File: src/rtl/rf_pkg.sv
`default_nettype none
// +----------------------------------------------------------------------------+
// | rf_pkg                                                                     |
// | Register-file constants and write-requester indices shared by the block.   |
// | Revision: 1.0                                                              |
// +----------------------------------------------------------------------------+
package rf_pkg;

    localparam int REG_SEL_W  = 3;
    localparam int REG_DATA_W = 16;
    localparam int NUM_REGS   = 8;

    localparam int REQ_WB   = 0;
    localparam int REQ_LINK = 1;
    localparam int REQ_LBI  = 2;

    localparam logic [REG_SEL_W-1:0] LINK_REG = 3'd7;

    typedef logic [REG_SEL_W-1:0]  reg_sel_t;
    typedef logic [REG_DATA_W-1:0] reg_data_t;

endpackage : rf_pkg
`default_nettype wire

File: src/rtl/rr_arbiter.sv
`default_nettype none
// +----------------------------------------------------------------------------+
// | rr_arbiter                                                                 |
// | Parameterized round-robin grant logic with its priority pointer register.  |
// | Revision: 1.0                                                              |
// +----------------------------------------------------------------------------+
module rr_arbiter #(
    parameter int NUM_REQ = 3
) (
    input  logic               clk,
    input  logic               rst,
    input  logic               en,
    input  logic [NUM_REQ-1:0] req,
    output logic [NUM_REQ-1:0] gnt
);

    localparam int PTR_W = (NUM_REQ > 1) ? $clog2(NUM_REQ) : 1;
    localparam logic [PTR_W:0]   c_num_req = (PTR_W+1)'(NUM_REQ);
    localparam logic [PTR_W-1:0] c_last    = PTR_W'(NUM_REQ - 1);

    logic [PTR_W-1:0] r_ptr;
    logic [PTR_W:0]   w_idx;
    logic [PTR_W-1:0] w_win;
    logic             w_found;
    logic             w_grant;

    // Scan ptr, ptr+1, ... with wrap; one extra index bit keeps the sum exact.
    always_comb begin
        w_idx   = '0;
        w_win   = '0;
        w_found = 1'b0;
        for (int k = 0; k < NUM_REQ; k++) begin
            w_idx = {1'b0, r_ptr} + (PTR_W+1)'(k);
            if (w_idx >= c_num_req) begin
                w_idx = w_idx - c_num_req;
            end
            if (!w_found && req[w_idx[PTR_W-1:0]]) begin
                w_found = 1'b1;
                w_win   = w_idx[PTR_W-1:0];
            end
        end
    end

    assign w_grant = w_found & en & ~rst;
    assign gnt     = w_grant ? (NUM_REQ'(1) << w_win) : '0;

    always_ff @(posedge clk) begin
        if (rst) begin
            r_ptr <= '0;
        end else if (w_grant) begin
            r_ptr <= (w_win == c_last) ? '0 : w_win + PTR_W'(1);
        end
    end

endmodule : rr_arbiter
`default_nettype wire

File: src/rtl/rf_write_arbiter.sv
`default_nettype none
// +----------------------------------------------------------------------------+
// | rf_write_arbiter                                                           |
// | Shares the register-file write port among writeback, link and LBI sources. |
// | Revision: 1.0                                                              |
// +----------------------------------------------------------------------------+
module rf_write_arbiter
    import rf_pkg::*;
#(
    parameter int NUM_REQ    = REQ_LBI + 1,
    parameter int DATA_WIDTH = REG_DATA_W,
    parameter int SEL_WIDTH  = REG_SEL_W
) (
    input  logic                            clk,
    input  logic                            rst,
    input  logic                            stall,
    input  logic [NUM_REQ-1:0]              req,
    input  logic [NUM_REQ*SEL_WIDTH-1:0]    req_sel,
    input  logic [NUM_REQ*DATA_WIDTH-1:0]   req_data,
    output logic [NUM_REQ-1:0]              gnt,
    output logic                            rf_wr_en,
    output logic [SEL_WIDTH-1:0]            rf_wr_sel,
    output logic [DATA_WIDTH-1:0]           rf_wr_data,
    output logic [(2**SEL_WIDTH)-1:0]       busy_mask
);

    localparam int c_num_regs = 2**SEL_WIDTH;

    logic                  w_xfer;
    logic [SEL_WIDTH-1:0]  w_sel;
    logic [DATA_WIDTH-1:0] w_data;

    logic                  r_wr_en;
    logic [SEL_WIDTH-1:0]  r_wr_sel;
    logic [DATA_WIDTH-1:0] r_wr_data;

    rr_arbiter #(
        .NUM_REQ (NUM_REQ)
    ) u_rr_arbiter (
        .clk (clk),
        .rst (rst),
        .en  (~stall),
        .req (req),
        .gnt (gnt)
    );

    assign w_xfer = |(gnt & req);

    // gnt is one-hot, so an AND-OR mux selects the winner's fields.
    always_comb begin
        w_sel  = '0;
        w_data = '0;
        for (int i = 0; i < NUM_REQ; i++) begin
            if (gnt[i]) begin
                w_sel  = w_sel  | req_sel[i*SEL_WIDTH +: SEL_WIDTH];
                w_data = w_data | req_data[i*DATA_WIDTH +: DATA_WIDTH];
            end
        end
    end

    always_ff @(posedge clk) begin
        if (rst) begin
            r_wr_en   <= 1'b0;
            r_wr_sel  <= '0;
            r_wr_data <= '0;
        end else begin
            r_wr_en <= w_xfer;
            if (w_xfer) begin
                r_wr_sel  <= w_sel;
                r_wr_data <= w_data;
            end
        end
    end

    assign rf_wr_en   = r_wr_en;
    assign rf_wr_sel  = r_wr_sel;
    assign rf_wr_data = r_wr_data;
    assign busy_mask  = r_wr_en ? (c_num_regs'(1) << r_wr_sel) : '0;

endmodule : rf_write_arbiter
`default_nettype wire

File: config.mk
export PLATFORM = sky130hd
export DESIGN_NAME = rf_write_arbiter
export DESIGN_NICKNAME = d
export VERILOG_FILES = /design/src/rtl/rf_pkg.sv /design/src/rtl/rr_arbiter.sv /design/src/rtl/rf_write_arbiter.sv
export SDC_FILE = /design/constraint.sdc
export NUM_CORES = 1
export LEC_CHECK = 0
export CORE_MARGIN = 3
export CORE_UTILIZATION = 33
export DETAILED_ROUTE_END_ITERATION = 8
export GPL_ROUTABILITY_DRIVEN = 0
export PLACE_DENSITY_LB_ADDON = 0.15
export SLEW_MARGIN = 10
export SYNTH_ARGS = -nofsm -noshare
export SYNTH_HDL_FRONTEND = slang
export SYNTH_SLANG_ARGS = --single-unit
File: constraint.sdc
create_clock -name clk -period 2.4 [get_ports clk]
set_clock_uncertainty 0.1 [all_clocks]
set_input_delay 0.36 -clock clk [delete_from_list [all_inputs] [get_ports clk]]
set_output_delay 0.36 -clock clk [all_outputs]
set_load 0.01 [all_outputs]
==> results by group <==
STA
  • Worst-margin pin slew: between 0.3 and 0.4 ns
  • Final period util: 1.09
  • Pins over their slew limit: 0
  • Final setup fails: 22
  • Fmax achieved: 0.381 GHz
  • Minimum clock period after layout: roughly 2.6 ns
  • Final Hold Fails: 0
  • Min setup slack post-route: -0.224 ns
  • Max-slew headroom at the worst pin: 0.751
  • RSZ-0062 raised after global routing: yes

Global route
  • First-pass GRT wire length: 7950 um
  • GR Util All Layers: 0.189
  • Largest net degree at the start of global routing: 21
  • Vias in the first global route: ~1,700
  • Overflow after GRT: 0
  • Initial antenna violation count: 0

Cells and area
  • Commonest non-fill, non-tap cell in the layout: clkdlybuf4s50_1
  • Most frequent cells in the layout: 90 x clkdlybuf4s50_1, 23 x inv_1, 22 x buf_4, 21 x mux2i_1
  • Fin nets: between 300 and 400
  • Util after Layout: 0.700
  • Layout area overhead: 95.1%
  • Layout cells sized above 1: 0.287
  • Ant. Diodes: 0
  • Finished Layout Cells: 329
  • Final Instance Area: 0.00294 mm^2

Critical path
  • Slowest cell on crit path: dfxtp_2
  • Cell Chain, Critical Path: inv_2 -> ha_4 -> mux2_4 -> a222oi_1 -> nand2_1 -> buf_6 -> nand3_4 -> nor2_2 -> buf_2
  • Setup crit start kind: register
  • Worst r2r path cells: 9
  • Worst r2r dst: u_rr_arbiter.r_ptr[0]$_SDFFE_PP0N_
  • Worst Path Max Fanout: 2
  • R2R Path Start: u_rr_arbiter.r_ptr[0]$_SDFFE_PP0N_
  • CP endpoint kind: output port
  • Max stage delay on crit path: 0.36 ns
  • Worst EP required: 1.94 ns
  • Reg2reg setup slack: -0.04 ns
  • Crit path kind: reg -> out
  • CP arrival: 2.16 ns

Clock network
  • CTS Root Cell: clkbuf_8
  • CTS Buffer Depth: 2
  • Clk_lat worst skew: 0.26 ns
  • CTS tree: built
  • Clock slew at reported path FFs: 0.08 ns
  • Num CTS Buffers: 3
  • Clk sinks: 22
  • CTS HTree Levels: 1

Power and ir drop
  • Int Pwr: 0.00123 W
  • Reg power frac: 0.276
  • Total power: 0.00185 W
  • Logic pwr share: 0.537
  • Pwr dens: 630 mW/mm^2
  • Sw power: 0.000622 W
  • Maximum vdd drop: 0.368 mV
  • Leakage power: about 1.1 nW
  • Clock power frac: 0.188
  • Switch share: 0.336

Yosys
  • Mapped cell area: 0.00151 mm^2
  • Ys flop type: dfxtp_1
  • Avg Cell Area, Syn: a little over 9 um^2
  • Synth warnings: 0
  • Syn Nets: between 200 and 250
  • Yosys reg bits: 22
  • EDFF count, synth: 0
  • Cell count after synthesis: 164
  • Post-synthesis sequential area ratio: 0.292
  • Synth cell types: 36
  • Ys async rst share: 0

Routing
  • Initial drt markers: 65
  • Vias: 1,697
  • Drt pass-1 iters: 4
  • Wire length per cell: ~16 um
  • WL final: slightly above 5000 um
  • Post-route ant nets: 0
  • DRC viols: 0
  • Via/cell ratio: 5.16

Floorplan
  • Die area: 0.00541 mm^2
  • Ports: 94
  • # rows: 23
  • Die H: 73.6 um
  • Core ar.: 0.00420 mm^2
  • Starting density of the core: 0.359
  • Die W: 73.6 um

Worst hold path
  • Hold Path End: rf_wr_data[0]$_SDFFE_PP0P_
  • Hold path depth: 2
  • Worst hold start: rf_wr_data[0]$_SDFFE_PP0P_
  • Hold/Removal Path Class: reg -> reg

Place
  • Port bufs: 93
  • DP Wirelength: 3570 um
  • Dpl ws: -0.391 ns
  • Cell Area, Placed: 0.00261 mm^2
  • Placed Cells: 318

Status
  • Status: finished with violations
  • Failing checks: negative setup slack

Job
  • Max_cap viols: 0
synthesized netlist by cell type, drive strengths merged, types with 2 or more instances:
| master | instances | area (um^2) |
|---|---|---|
| mux2i | 21 | 210 |
| mux2 | 3 | 37.5 |
| nor2 | 9 | 33.8 |
| nand2 | 7 | 26.3 |
| nor3 | 3 | 15.0 |
| inv | 25 | 93.8 |
| a22oi | 20 | 150 |
| o221ai | 19 | 229 |
| ha | 4 | 50.1 |
| clkbuf | 3 | 11.3 |
| o21ai | 2 | 13.8 |
| dfxtp | 22 | 440 |
| nand2b | 2 | 12.5 |
| buf | 8 | 62.6 |
| nor2b | 2 | 12.5 |
sequential cells by signal (all words and copies together), names as in the netlist:
register and cells:
rf_wr_en 1, rf_wr_data 16, u_rr_arbiter.r_ptr 2, rf_wr_sel 3
what timing repair did:
action,4_1_cts,5_1_grt
hold buffers,0,0
gates resized for setup,40,15
gates cloned,1,0
endpoints found under the setup margin,10,24
buffers inserted,12,2
pin swaps,9,7
worst max-delay path by stage:
stage,from,to
after floorplan,u_rr_arbiter.r_ptr[0]$_SDFFE_PP0N_,gnt[0]
after global placement,req[0],gnt[0]
after detailed placement,req[0],gnt[0]
after CTS,u_rr_arbiter.r_ptr[0]$_SDFFE_PP0N_,gnt[0]
after global routing,u_rr_arbiter.r_ptr[0]$_SDFFE_PP0N_,gnt[0]
final,u_rr_arbiter.r_ptr[0]$_SDFFE_PP0N_,gnt[0]
final cells by class:
type | instances | area [um^2]
fill | 334 | 1260
timing repair buffer | 122 | 1190
multi-input combinational | 106 | 1070
sequential | 22 | 445
inverter | 25 | 93.8
tap | 50 | 62.6
clock buffer | 3 | 41.3
clock inverter | 1 | 30.0
layer usage:
metal | up-vias | global-route usage | share of wire
li1 | 846 | - | -
met1 | 780 | 0.220 | 0.41
met2 | 65 | 0.335 | 0.51
met3 | 6 | 0.0629 | 0.075
met4 | 0 | 0.0362 | 0.011
met5 | - | 0 | 0
kinds of logic after synthesis:
| kind of cell | after synthesis | share of synthesized area |
|---|---|---|
| AOI/OAI and AO/OA | 49 | 0.305 |
| muxes | 24 | 0.164 |
| DFF | 22 | 0.292 |
| and+or+nand+nor | 29 | 0.0939 |
| buffers and inverters | 36 | 0.111 |
| adders and majority gates | 4 | 0.0332 |
worst max-delay path: cells and delay by family, from the launching register on:
| family | cells | cell delay (ns) |
|---|---|---|
| flip-flops | 1 | 0.36 |
| AO/OA/AOI/OAI | 1 | 0.36 |
| buffers and inverters | 3 | 0.34 |
| multiplexers | 1 | 0.30 |
| adder cells (fa/ha/maj) | 1 | 0.27 |
| AND/OR/NAND/NOR | 3 | 0.27 |
power groups by stage:
| stage | Sequential (W) | Clock [W] | Combinational, W |
|---|---|---|---|
| 2_1_floorplan | 0.000536 | 0 | 0.000407 |
| 3_3_place_gp | 0.000509 | 0 | 0.000828 |
| 3_5_place_dp | 0.000511 | 0 | 0.000831 |
| 4_1_cts | 0.000508 | 0.000358 | 0.000962 |
| 5_1_grt | 0.000523 | 0.000373 | 0.00107 |
| 6_report | 0.000510 | 0.000347 | 0.000993 |
per-stage QoR:
step / TNS, ns / hold slack [ns]
final: -0.584 / 0.420
after global routing: -3.28 / 0.452
after CTS: -0.256 / 0.423
after detailed placement: -3.21 / 0.400
after global placement: -2.63 / 0.395
after floorplan: 0 / 0.337
(Power assumes the default switching activity.)
